--- config.mk ---
export PLATFORM = sky130hd
export DESIGN_NAME = ctrl_trace_capture
export DESIGN_NICKNAME = d
export VERILOG_FILES = /design/src/rtl/ctrl_trace_capture.sv
export SDC_FILE = /design/constraint.sdc
export NUM_CORES = 1
export LEC_CHECK = 0
export ABC_AREA = 0
export ABC_CLOCK_PERIOD_IN_PS = 3100
export CAP_MARGIN = 20
export CORE_MARGIN = 2
export CORE_UTILIZATION = 59
export DETAILED_ROUTE_END_ITERATION = 16
export HOLD_SLACK_MARGIN = 0.12
export PLACE_DENSITY = 0.79
export SYNTH_ARGS = -nofsm -noshare
export SYNTH_HDL_FRONTEND = slang
export SYNTH_SLANG_ARGS = --single-unit
--- constraint.sdc ---
create_clock -name clk -period 3.1 [get_ports clk]
set_input_delay 0.31 -clock clk [delete_from_list [all_inputs] [get_ports clk]]
set_output_delay 0.31 -clock clk [all_outputs]
set_load 0.05 [all_outputs]
--- src/rtl/ctrl_trace_capture.sv ---
// ============================================================================
// Module : ctrl_trace_capture
// Brief  : Passive control-bus tracer; captures DEPTH {state, sig} samples from a
//          trigger point into a first-word-fall-through FIFO. Optional build macro
//          CTRL_TRACE_COMPRESS_EN stores only samples that differ from the last one.
// Rev    : 1.0  initial release
// ============================================================================
`default_nettype none

module ctrl_trace_capture #(
  parameter int STATE_W = 2,
  parameter int SIG_W   = 2,
  parameter int DEPTH   = 16,
  parameter int CNT_W   = 5
) (
  input  logic                       clk,
  input  logic                       rst_n,
  input  logic [STATE_W-1:0]         state_in,
  input  logic [SIG_W-1:0]           sig_in,
  input  logic                       arm,
  input  logic                       trig_en,
  input  logic [STATE_W-1:0]         trig_state,
  output logic                       rd_valid,
  input  logic                       rd_ready,
  output logic [STATE_W+SIG_W-1:0]   rd_data,
  output logic [CNT_W-1:0]           count,
  output logic                       busy,
  output logic                       done
);

  localparam int ADDR_W = $clog2(DEPTH);
  localparam int DATA_W = STATE_W + SIG_W;

  localparam logic [1:0] S_IDLE    = 2'd0;
  localparam logic [1:0] S_ARMED   = 2'd1;
  localparam logic [1:0] S_CAPTURE = 2'd2;
  localparam logic [1:0] S_DONE    = 2'd3;

  logic [1:0]        fsm;
  logic [DATA_W-1:0] mem [DEPTH];
  logic [ADDR_W-1:0] wr_ptr;
  logic [ADDR_W-1:0] rd_ptr;
  logic [CNT_W-1:0]  cnt;
  logic [CNT_W-1:0]  cap_cnt;

  logic [DATA_W-1:0] sample;
  logic              full;
  logic              trigger;
  logic              changed;
  logic              wr_en;
  logic              pop;
  logic              last_write;

  assign sample  = {state_in, sig_in};
  assign full    = (cnt == CNT_W'(DEPTH));
  assign trigger = (fsm == S_ARMED) && (!trig_en || (state_in == trig_state));

`ifdef CTRL_TRACE_COMPRESS_EN
  logic [DATA_W-1:0] last_wr;
  assign changed = (sample != last_wr);

  always_ff @(posedge clk or negedge rst_n) begin
    if (!rst_n) begin
      last_wr <= '0;
    end else if (wr_en) begin
      last_wr <= sample;
    end
  end
`else
  assign changed = 1'b1;
`endif

  // arm overrides every same-cycle write and pop
  assign wr_en      = !arm && !full && (trigger || ((fsm == S_CAPTURE) && changed));
  assign pop        = !arm && rd_valid && rd_ready;
  assign last_write = wr_en && (fsm == S_CAPTURE) && (cap_cnt == CNT_W'(DEPTH - 1));

  always_ff @(posedge clk or negedge rst_n) begin
    if (!rst_n) begin
      fsm     <= S_IDLE;
      wr_ptr  <= '0;
      rd_ptr  <= '0;
      cnt     <= '0;
      cap_cnt <= '0;
    end else if (arm) begin
      fsm     <= S_ARMED;
      wr_ptr  <= '0;
      rd_ptr  <= '0;
      cnt     <= '0;
      cap_cnt <= '0;
    end else begin
      if (wr_en) begin
        wr_ptr  <= wr_ptr + ADDR_W'(1);
        cap_cnt <= cap_cnt + CNT_W'(1);
      end
      if (pop) begin
        rd_ptr <= rd_ptr + ADDR_W'(1);
      end
      case ({wr_en, pop})
        2'b10:   cnt <= cnt + CNT_W'(1);
        2'b01:   cnt <= cnt - CNT_W'(1);
        default: cnt <= cnt;
      endcase
      if (trigger && wr_en) begin
        fsm <= S_CAPTURE;
      end else if (last_write) begin
        fsm <= S_DONE;
      end
    end
  end

  always_ff @(posedge clk) begin
    if (wr_en) begin
      mem[wr_ptr] <= sample;
    end
  end

  assign rd_valid = (cnt != '0);
  assign rd_data  = rd_valid ? mem[rd_ptr] : '0;
  assign count    = cnt;
  assign busy     = (fsm == S_ARMED) || (fsm == S_CAPTURE);
  assign done     = (fsm == S_DONE);

endmodule

`default_nettype wire
Yosys cells after proc, flatten, opt, wreduce, memory -nomap -nowiden. Memories as Yosys holds them, arrays and structs flattened. Cells that the tools add are included.

Register bits: 20. Memory bits (writable): 64. Output and inout port bits: 12. Memories kept: 1.

Add/subtract/negate cells: 5. Eq/ne operators: 8. Muxes and demuxes: 14. Reductions and logical operators: 19.

Memory list: mem (depth 16, width 4, rd ports 1, clocked after Yosys merged registers in 0, write ports 1, RTL line 40) `logic [DATA_W-1:0] mem [DEPTH];`.

Operators with widths (count): 2-to-1 mux 4 bit (5); 2-to-1 mux 5 bit (3); adder 5 x 1 -> 5 bit (second input constant) (2); one-hot mux 5 bit (2 select lines) (1); adder 4 x 1 -> 4 bit (second input constant) (2); logical AND 1 bit (8); equality test 2 bit (second input constant) (3); 2-to-1 mux 2 bit (3); nonzero test 3 bit (2); equality test 5 x 4 -> 1 bit (second input constant) (1); equality test 5 bit (second input constant) (1); nonzero test 5 bit (1); subtractor 5 x 1 -> 5 bit (second input constant) (1); equality test 2 x 1 -> 1 bit (second input constant) (2); nonzero test 2 bit (2); logical NOT 1 bit (3); logical OR 1 bit (3); equality test 2 bit (1); 2-to-1 mux 1 bit (2).

Depth between registers and ports, before layout.
Depth after elaboration: 10. Depth in mapped cells: 12. Gate-level depth less buffers: 12.

Worst setup path before layout. Ideal clock, no wire load.

Path kind: reg2reg. From: reg cnt[2] (netlist: count[2]). To: reg cnt[4] (netlist: count[4]). Library setup time: 0.134 ns. Arrival time: 2.778 ns. Path slack: 0.188 ns. Cell stages (with the launch flop): 12. Path through: dfrtp_1 -> buf_6 -> or4_4 -> o21ai_0 -> nor2_1 -> xnor2_1 -> ha_1 -> o31a_2 -> nor3b_1 -> nor3b_1 -> o21ai_0 -> o211ai_1.

Longest elaborated chain between the ends: 7.

RTL lines: start: declaration (RTL line 43) `logic [CNT_W-1:0] cnt;`; start signal: assignment (RTL line 100) `2'b10: cnt <= cnt + CNT_W'(1);`; start signal: assignment (RTL line 101) `2'b01: cnt <= cnt - CNT_W'(1);`; start signal: assignment (RTL line 102) `default: cnt <= cnt;`; equality test 5 bit (RTL line 55) `assign full = (cnt == CNT_W'(DEPTH));`; logical NOT 1 bit (RTL line 74) `assign wr_en = !arm && !full && (trigger || ((fsm == S_CAPTURE) && changed));`; logical AND 1 bit (2 in series) (RTL line 74); equality test 2 x 1 -> 1 bit / equality test 2 bit (equally long branches) (RTL line 99) `case ({wr_en, pop})`; one-hot mux 5 bit (2 select lines) (RTL line 99); 2-to-1 mux 5 bit (RTL line 85) `end else if (arm) begin`.

Several ways; a longest one is shown, not always the timed one. A chain may end at the register's enable or synchronous reset.

Final worst setup path.
From: reg cnt[0] (netlist: count[0]). To: reg cnt[4] (netlist: count[4]).

Same word-level chain as after synthesis.

==> out/qor.yml <==
status:
  status: "finished clean"
grt:
  grt_pass1_vias: 2573
  grt-ovfl-total: 0
  grt_pass1_wl_um: 13000
  antenna_found_initial: 0
  grt_max_degree: 26
  track_usage_pct: 24.0
finish:
  fin_util_pct: 70.8
  layout.nets: 344
  diodes: 0
  fin_area_um2: 4550
  fillers: 441
  drive_above_1_share_pct: 15.3
  areaGrowthSynthToFinish_pct: 14.7
worst_setup_path:
  worstPathRequired_ns: 3.34
  cpPeakStageDelay_ns: 0.58
  crit_buf_inv: 0
  cp_top_family: "simple AND/OR/NAND/NOR gates"
  crit_slowest_cell: "nor4_1"
  path_cells: "nor4_1 -> a21o_1 -> nor3_2 -> nor2_1 -> xnor2_1 -> ha_1 -> o31a_2 -> nor3b_1 -> nor3b_1 -> o21ai_0 -> o211ai_1"
  endpoint_kind: "flip-flop"
  crit_type: "reg -> reg"
  arrival_ns: 3.01
  startpoint_type: "flip-flop"
  cp_common_cell: "nor3b_1"
  critPathMaxFanout: 9
clock_tree:
  cts_tree: "yes"
  ctsRootBufferMaster: "clkbuf_8"
  postCtsSetupRepairBufs: 0
  cts_buffers: 9
  cts_resized: 0
  htree_levels: 3
  cts_hold_buf: 0
  cts.clk_slew.worst_paths_ns: 0.09
  clock-sinks: 84
  clk-insertion-delay-late_ns: 0.35
  clock_path_buffers: 2
routing:
  vias_per_cell: 6.27
  wirelength_um: 8100
  antenna_left: 0
  drc: 0
  wl_per_cell_um: 20.1
  vias: 2526
  drt_iter0_markers: 203
  dr.pass1.iters: 5
sta:
  final.min_clock_period_ns: 2.77
  fin_tns_setup_ns: 0
  clock.fmax_ghz: 0.360
  finClkSkew_ns: 0.0107
  hold_viol_final: 0
  finalSetupViolations: 0
  rsz0062_at_grt: "no"
  finalMaxSlewViolations: 0
  maxSlewHeadroom_pct: 57.9
  tightest_slew_ns: 0.629
  fin_crit_sh_pct: 89.5
floorplanning:
  die_w_um: 86.0
  fp.dieArea_um2: 7390
  pin_count: 23
  start_util_pct: 61.7
  core_um2: 6420
  fp-row-count: 29
  die_h_um: 86.0
pwr:
  total_power_mw: 3.75
  powerDensity_nw_per_um2: 824
  p_leak_nw: 1.66
  ir_drop_v: 0.000495
synth:
  async_reset_ff_share_pct: 23.8
  synth_seq_cells: 84
  avgSynthCellArea_um2: 13.8
  synth_area_um2: 3960
  yosysWarningCount: 0
  synth-main-ff-cell: "edfxtp_1"
  synth_cells: 288
  synth_cell_types: 48
  postSynthNetCount: 311
  yosysSeqAreaShare_pct: 61.1
  synth_edf_count: 64
placement:
  place_area_um2: 4330
  io_buffers: 22
  gp_congestion: 0.948
  dp_hpwl_um: 5730
job:
  drv_cap: 0
min_path:
  hp-class: "in -> async"
kinds of logic after synthesis:
family	count (synthesis)	share of synthesized area, %
DFF	84	61.1
and+or+nand+nor	74	10.1
AOI/OAI and AO/OA	54	9.69
muxes	32	10.7
buffers and inverters	24	2.87
adders and majority gates	12	3.79
xor gates and xnor gates	8	1.77
worst paths after layout:
check / start / to / slack (ns) / cells past startpoint
min in group clk: cap_cnt[2] / cap_cnt[2] / 0.50 / 1
worst min-delay path: rst_n / count[3] / 0.16 / 1
worst max-delay path: count[0] / count[4] / 0.33 / 11
max in group asynchronous: rst_n / wr_ptr[3] / 2.57 / 2
worst min register to register: cap_cnt[2] / cap_cnt[2] / 0.50 / 1
worst max register to register: count[0] / count[4] / 0.33 / 11
where the power goes:
group	switching [mW]	internal, mW
combinational	0.935	0.629
clock	0.396	0.373
sequential	0.118	1.30
layout make-up:
class	count	area [µm²]	area share [%]
clock inverter	6	65.1	1.43
timing repair buffer	35	365	8.04
inverter	11	41.3	0.908
tap	77	96.3	2.12
clock buffer	10	128	2.81
multi-input combinational	180	1430	31.4
sequential	84	2420	53.3
worst register-to-register path: stages, from the launching register on:
cell      delay, ns
dfrtp_1        0.49
nor4_1         0.59
a21o_1         0.23
nor3_2         0.06
nor2_1         0.19
xnor2_1        0.09
ha_1           0.20
o31a_2         0.28
nor3b_1        0.25
nor3b_1        0.09
o21ai_0        0.08
o211ai_1       0.10
placed cells by master (no fill, tap or decap), types with 4 or more instances in the layout:
| cell | count |
|---|---|
| a211oi_1 | 8 |
| a21oi_1 | 11 |
| and2_1 | 13 |
| and3_1 | 6 |
| buf_4 | 13 |
| clkbuf_8 | 9 |
| clkdlybuf4s50_1 | 18 |
| dfrtp_1 | 20 |
| edfxtp_1 | 64 |
| ha_1 | 12 |
| inv_1 | 10 |
| mux2i_1 | 22 |
| mux4_2 | 8 |
| nand2_1 | 17 |
| nor2_1 | 13 |
| nor3_1 | 4 |
| o21ai_0 | 8 |
| o221ai_1 | 5 |
| o22ai_1 | 4 |
| o32ai_1 | 4 |
| xnor2_1 | 4 |
| xor2_1 | 4 |
flip-flops by register name (all words and copies together), names as in the netlist:
| signal | count |
|---|---|
| cap_cnt | 5 |
| mem | 64 |
| wr_ptr | 4 |
| fsm | 2 |
| rd_ptr | 4 |
| count | 5 |
Yosys cell counts (5+ instances only):
| cell type | number | area, µm² |
|---|---|---|
| o21ai_0 | 8 | 40.0 |
| mux2i_1 | 22 | 220 |
| nand2_1 | 17 | 63.8 |
| inv_1 | 10 | 37.5 |
| clkbuf_1 | 6 | 22.5 |
| dfrtp_1 | 20 | 500 |
| and2_1 | 13 | 81.3 |
| a21oi_1 | 11 | 55.1 |
| edfxtp_1 | 64 | 1920 |
| ha_1 | 12 | 150 |
| and3_1 | 6 | 37.5 |
| nor2_1 | 13 | 48.8 |
| o221ai_1 | 5 | 43.8 |
| a211oi_1 | 8 | 60.1 |
| mux4_2 | 8 | 180 |
per-layer routing:
layer	routed length, µm	vias up	track usage, %
li1	-	1175	-
met1	3420	1262	30.6
met2	4140	75	39.6
met3	396	14	5.10
met4	138	0	10.8
met5	0	-	0
metrics by stage:
step | hold WS (ns) | setup WS (ns) | cells
2_1_floorplan | 0.0144 | 0.188 | 288
6_report | 0.159 | 0.326 | 403
4_1_cts | 0.496 | 0.325 | 402
5_1_grt | 0.144 | 0.100 | 403
3_3_place_gp | 0.459 | 0.267 | 386
3_5_place_dp | 0.485 | 0.167 | 386
Power figures use the tool's default switching activity.
==> RTL edit 1, RTL diff (same flow settings) <==
`CNT_W`: 5 -> 10.
--- a/src/rtl/ctrl_trace_capture.sv
+++ b/src/rtl/ctrl_trace_capture.sv
@@ -12,5 +12,5 @@
   parameter int SIG_W   = 2,
   parameter int DEPTH   = 16,
-  parameter int CNT_W   = 5
+  parameter int CNT_W   = 10
 ) (
   input  logic                       clk,
Interface: changed (resized count); port bits go from 23 to 28. No check against the original RTL was run, so the function may have changed too.
==> RTL edit 1 against the original RTL <==
- sequential cell count up 10
- power up 18%
- cell area up 14%
- combinational power up 29%
- wire length up 7.1%
- area after synthesis up 13%
- setup slack worse by 200 ps
- critical endpoint is now count[9]$_DFFE_PN0P_
- largest cell class unchanged
- largest power group unchanged
==> RTL edit 1: results <==
[global_route]
grt_use_total = 0.220
grt_pass1_wl_um = 14000
grt_start_max_net_pins = 21

[placed_design]
detailed_place_hpwl_um = 6210
dpl_worst_slack_ps = -130
finalWeightedCongestion = 0.875
dpl_cell_area_um2 = 4980
place.port_buffers = 27
place_inst = 461

[finish]
num_antenna_cells = 0
largest_register_ffs = 64
final_net_count = 403
layout-drive-gt1-share = 0.185
layout.filler_cells = 510
ff_latch_area_um2 = 2680

[floorplan]
fp-row-count = 31

[outcome]
outcome = finished clean

[yosys]
syn_nets = 353
yosys_warnings = 0
synthesis.area_per_instance_um2 = 13.8
share_of_cell_area_taken_by_muxes_after_synthesis = 0.110
ys_top_cells_by_count = 64 x edfxtp_1, 30 x dfrtp_1, 23 x o21ai_0, 22 x nand2_1, 21 x nor2_1
post_synth_xor_area_fraction = 0.0293
yosysSeqAreaShare = 0.596
ys_async_sr_fraction = 0.319
synth_enable_flop_cells = 64
netlist-cell-type-count = 47
synth_fa_ha_area_frac = 0.0519
synth_top_area_cells = edfxtp_1 43%, dfrtp_1 17%, mux4_2 10%
synthesized_area_fraction_occupied_by_ao_oa_aoi_and_oai_cells = 0.0659

[setup_path]
crit_path_max_fo = 6
cp.arrival_ps = 3220
worst_path_largest_cell_delay_ps = 450
regToRegStartpoint = count[6]$_DFFE_PN0P_
worst-setup-path-type = flop to flop
setup.worst_path.end = count[9]$_DFFE_PN0P_
slowest_stage = dfrtp_2
cell_class_contributing_the_biggest_share_of_worst_path_delay = compound AO/OA/AOI/OAI gates

[timing]
holdWs_ps = 288
skew_ps = 11.7
worst_pin_slew_ps = 553
setup_slack_ps = 126

[detailed_routing]
detail_route.iter0.violations = 167
vias = 2815
avgViaCountPerCell = 5.90
finalWirelength_um = 8670

[clocking]
ctsHtreeMaxLevel = 3
clkLatencyLatePin_ps = 360
numCtsBuffers = 9

[pwr]
leakagePower_nw = 1.94
power.ir.vdd_worst_v = 0.000322
switching_share = 0.398
sequentialPowerShare = 0.364
## RTL edit 1: cell type report
| class | count | area share |
|---|---|---|
| Clock buffer | 10 | 0.0247 |
| Tap cell | 99 | 0.0239 |
| Sequential cell | 94 | 0.517 |
| Inverter | 11 | 0.00798 |
| Timing Repair Buffer | 50 | 0.0837 |
| Clock inverter | 5 | 0.0116 |
| Multi-Input combinational cell | 208 | 0.331 |
## RTL edit 1: routing by layer
metal	GRT usage	up-vias	routed length (µm)
li1	-	1323	-
met1	0.303	1408	3780
met2	0.353	75	4380
met3	0.0398	9	387
met4	0.0821	0	126
met5	0	-	0
## RTL edit 1: power by group through the flow
stage               combinational [W]  sequential, W  clock, W
detailed placement            0.00200        0.00163         0
global route                  0.00214        0.00163  0.000850
CTS                           0.00201        0.00160  0.000797
global placement              0.00197        0.00162         0
floorplan                     0.00124        0.00176         0
finish                        0.00202        0.00160  0.000789
## RTL edit 1: cells by family (layout without fill, tap and decap cells)
group	Yosys count	count (layout)
buf+inv	22	76
fa+ha+maj	18	18
simple gates	103	103
flops	94	94
mux	24	24
compound gates	48	48
xor+xnor	15	15
## RTL edit 1: through the flow
step	total power (W)	setup TNS, ps
6_report	0.00441	0
5_1_grt	0.00462	-67.9
4_1_cts	0.00441	0
3_5_place_dp	0.00364	-244
3_3_place_gp	0.00359	-50.5
2_1_floorplan	0.00300	0
## RTL edit 1: repair_timing
action / in CTS / in global routing
setup buffers: 0 / 1
setup endpoints to repair: 1 / 4
pin swaps: 1 / 1
gates resized for setup: 0 / 3
hold endpoints to repair: 0 / 0
## RTL edit 1: worst min-delay path by stage
stage,startpoint,to,cells past startpoint
2_1_floorplan,rst_n,cap_cnt[0]$_DFFE_PN0P_,0
3_3_place_gp,cap_cnt[8]$_DFFE_PN0P_,cap_cnt[8]$_DFFE_PN0P_,1
3_5_place_dp,cap_cnt[8]$_DFFE_PN0P_,cap_cnt[8]$_DFFE_PN0P_,1
4_1_cts,rst_n,count[4]$_DFFE_PN0P_,1
5_1_grt,rst_n,count[4]$_DFFE_PN0P_,1
6_report,rst_n,count[4]$_DFFE_PN0P_,1
==> RTL edit 2, RTL diff (config.mk and constraints unchanged) <==
Made on the original files. Register the output `count` once more, without a reset; this adds one clock of latency there. The other outputs are not delayed to match.
--- a/src/rtl/ctrl_trace_capture.sv
+++ b/src/rtl/ctrl_trace_capture.sv
@@ -118,5 +118,7 @@
   assign rd_valid = (cnt != '0);
   assign rd_data  = rd_valid ? mem[rd_ptr] : '0;
-  assign count    = cnt;
+  always_ff @(posedge clk) begin
+    count <= cnt;
+  end
   assign busy     = (fsm == S_ARMED) || (fsm == S_CAPTURE);
   assign done     = (fsm == S_DONE);
Function: changed (Yosys sat finds a counterexample within 4 cycles, from zero or initial values and one cycle with rst_n low).
==> RTL edit 2 against the original RTL <==
- worst hold slack improved by 320 ps
- clock skew shrank 2.8 ps
- non-clock buffer count decreased by 6
- first-iteration DRC count decreased by 24%
- count of clock-buffer cells in the layout grew 4
- setup slack worse by 22 ps
- sequential cell count up 5
- area after synthesis up 0.92%
- sequential share of layout area is 2.9 points higher
- cell area fell by 1.2%
- synthesized cell count fell by 3.5%
- wire length is 7.2% lower
- power fell by 8.2%
- critical endpoint is now cnt[4]$_DFFE_PN0P_
- largest power group is now registers
==> RTL edit 2: results <==
[yosys]
netlist-cell-type-count = 50
syn_nets = 301
synth_top_area_cells = edfxtp_1 48%, dfrtp_1 13%, mux2i_1 4.8%
synth_enable_flop_cells = 64
yosys_warnings = 0
ys_async_sr_fraction = 0.225
synthesis.instances = 278
ys_top_cells_by_count = 64 x edfxtp_1, 20 x dfrtp_1, 19 x mux2i_1, 16 x nand2_1
yosysSeqAreaShare = 0.631

[global_route]
grt_use_total = 0.219
first_global_vias = 2340
grt_pass1_wl_um = 12000
grt_start_max_net_pins = 21
initial_antenna_violation_count = 0

[clocking]
worst_setup_hold_path_clk_slew_ps = 80
clock_tree_root_buffer_cell = clkbuf_8
cts.repair.resized = 0
ctsHtreeMaxLevel = 3
maximum_root_to_sink_buffer_count = 2
numCtsBuffers = 9
clkLatencyLatePin_ps = 350
cts_setup_buffers = 0

[placed_design]
detailed_place_hpwl_um = 5370
finalWeightedCongestion = 0.819
dpl_worst_slack_ps = 117
place.port_buffers = 22
place_inst = 373

[setup_path]
timing.rr.end = cnt[4]$_DFFE_PN0P_
cell_class_contributing_the_biggest_share_of_worst_path_delay = simple AND/OR/NAND/NOR gates
cp.arrival_ps = 3020
timing.reg2reg.worst_path_depth = 9
worst_path_largest_cell_delay_ps = 610
crit_path_max_fo = 9
slowest_stage = or4_4
regToRegStartpoint = cnt[1]$_DFFE_PN0P_
setup.reg_to_reg.worst_slack_ps = 300

[pwr]
power_switching_w = 0.00121
seq_cell_power_w = 0.00151
power.ir.vdd_worst_v = 0.000414
comb-power_w = 0.00116
leakagePower_nw = 1.67

[hold_path]
hold_path.startpoint = cap_cnt[3]$_DFFE_PN0P_
hold_depth = 1
whs_endpoint = cap_cnt[3]$_DFFE_PN0P_
worstHoldPathType = flop to flop

[detailed_routing]
detail_route.iter0.violations = 154
detail_route.first_pass.iterations = 4
finalWirelength_um = 7520
avgViaCountPerCell = 6.14
vias = 2387

[finish]
largest_register_ffs = 64
final_net_count = 327
num_antenna_cells = 0
registers.top_by_ff_count = mem
layout-drive-gt1-share = 0.139

[timing]
skew_ps = 7.83
holdWs_ps = 476
slew_headroom = 0.363

[outcome]
outcome = finished clean
-- RTL edit 2: area by class of cell --
type                            instances  area, µm²
Tap cell                               80        100
Multi-Input combinational cell        164       1360
Sequential cell                        89       2520
Clock inverter                          2       10.0
Clock buffer                           14        184
Timing Repair Buffer                   29        275
Fill cell                             479       2190
Inverter                               11       41.3
-- RTL edit 2: per-layer routing --
metal	wire, µm	global-route usage	vias to the layer above	share of wire
met5	0	0	-	0
met4	145	0.0994	0	0.019
met3	251	0.0390	14	0.033
met2	3870	0.355	52	0.51
met1	3250	0.290	1205	0.43
li1	-	-	1116	-
-- RTL edit 2: worst max-delay path by stage --
stage	slack, ps	to	start
floorplan	380	cnt[4]$_DFFE_PN0P_	cnt[1]$_DFFE_PN0P_
global placement	270	cnt[4]$_DFFE_PN0P_	state_in[1]
detailed placement	120	cnt[4]$_DFFE_PN0P_	state_in[1]
CTS	320	cnt[4]$_DFFE_PN0P_	cnt[1]$_DFFE_PN0P_
global route	170	cnt[4]$_DFFE_PN0P_	cnt[1]$_DFFE_PN0P_
finish	300	cnt[4]$_DFFE_PN0P_	cnt[1]$_DFFE_PN0P_
-- RTL edit 2: kinds of logic after synthesis --
| group | count (synthesis) | synth area share |
|---|---|---|
| AO/OA/AOI/OAI | 47 | 0.0891 |
| XOR/XNOR | 10 | 0.0219 |
| AND/OR/NAND/NOR | 65 | 0.0888 |
| multiplexers | 30 | 0.102 |
| flip-flops | 89 | 0.631 |
| buffers and inverters | 25 | 0.0300 |
| adder cells (fa/ha/maj) | 12 | 0.0375 |
-- RTL edit 2: metrics by stage --
step                      area (µm²)  power [W]
after global routing            4490    0.00359
after CTS                       4490    0.00345
after global placement          4300    0.00267
after floorplan                 4000    0.00236
after detailed placement        4300    0.00271
final                           4490    0.00344
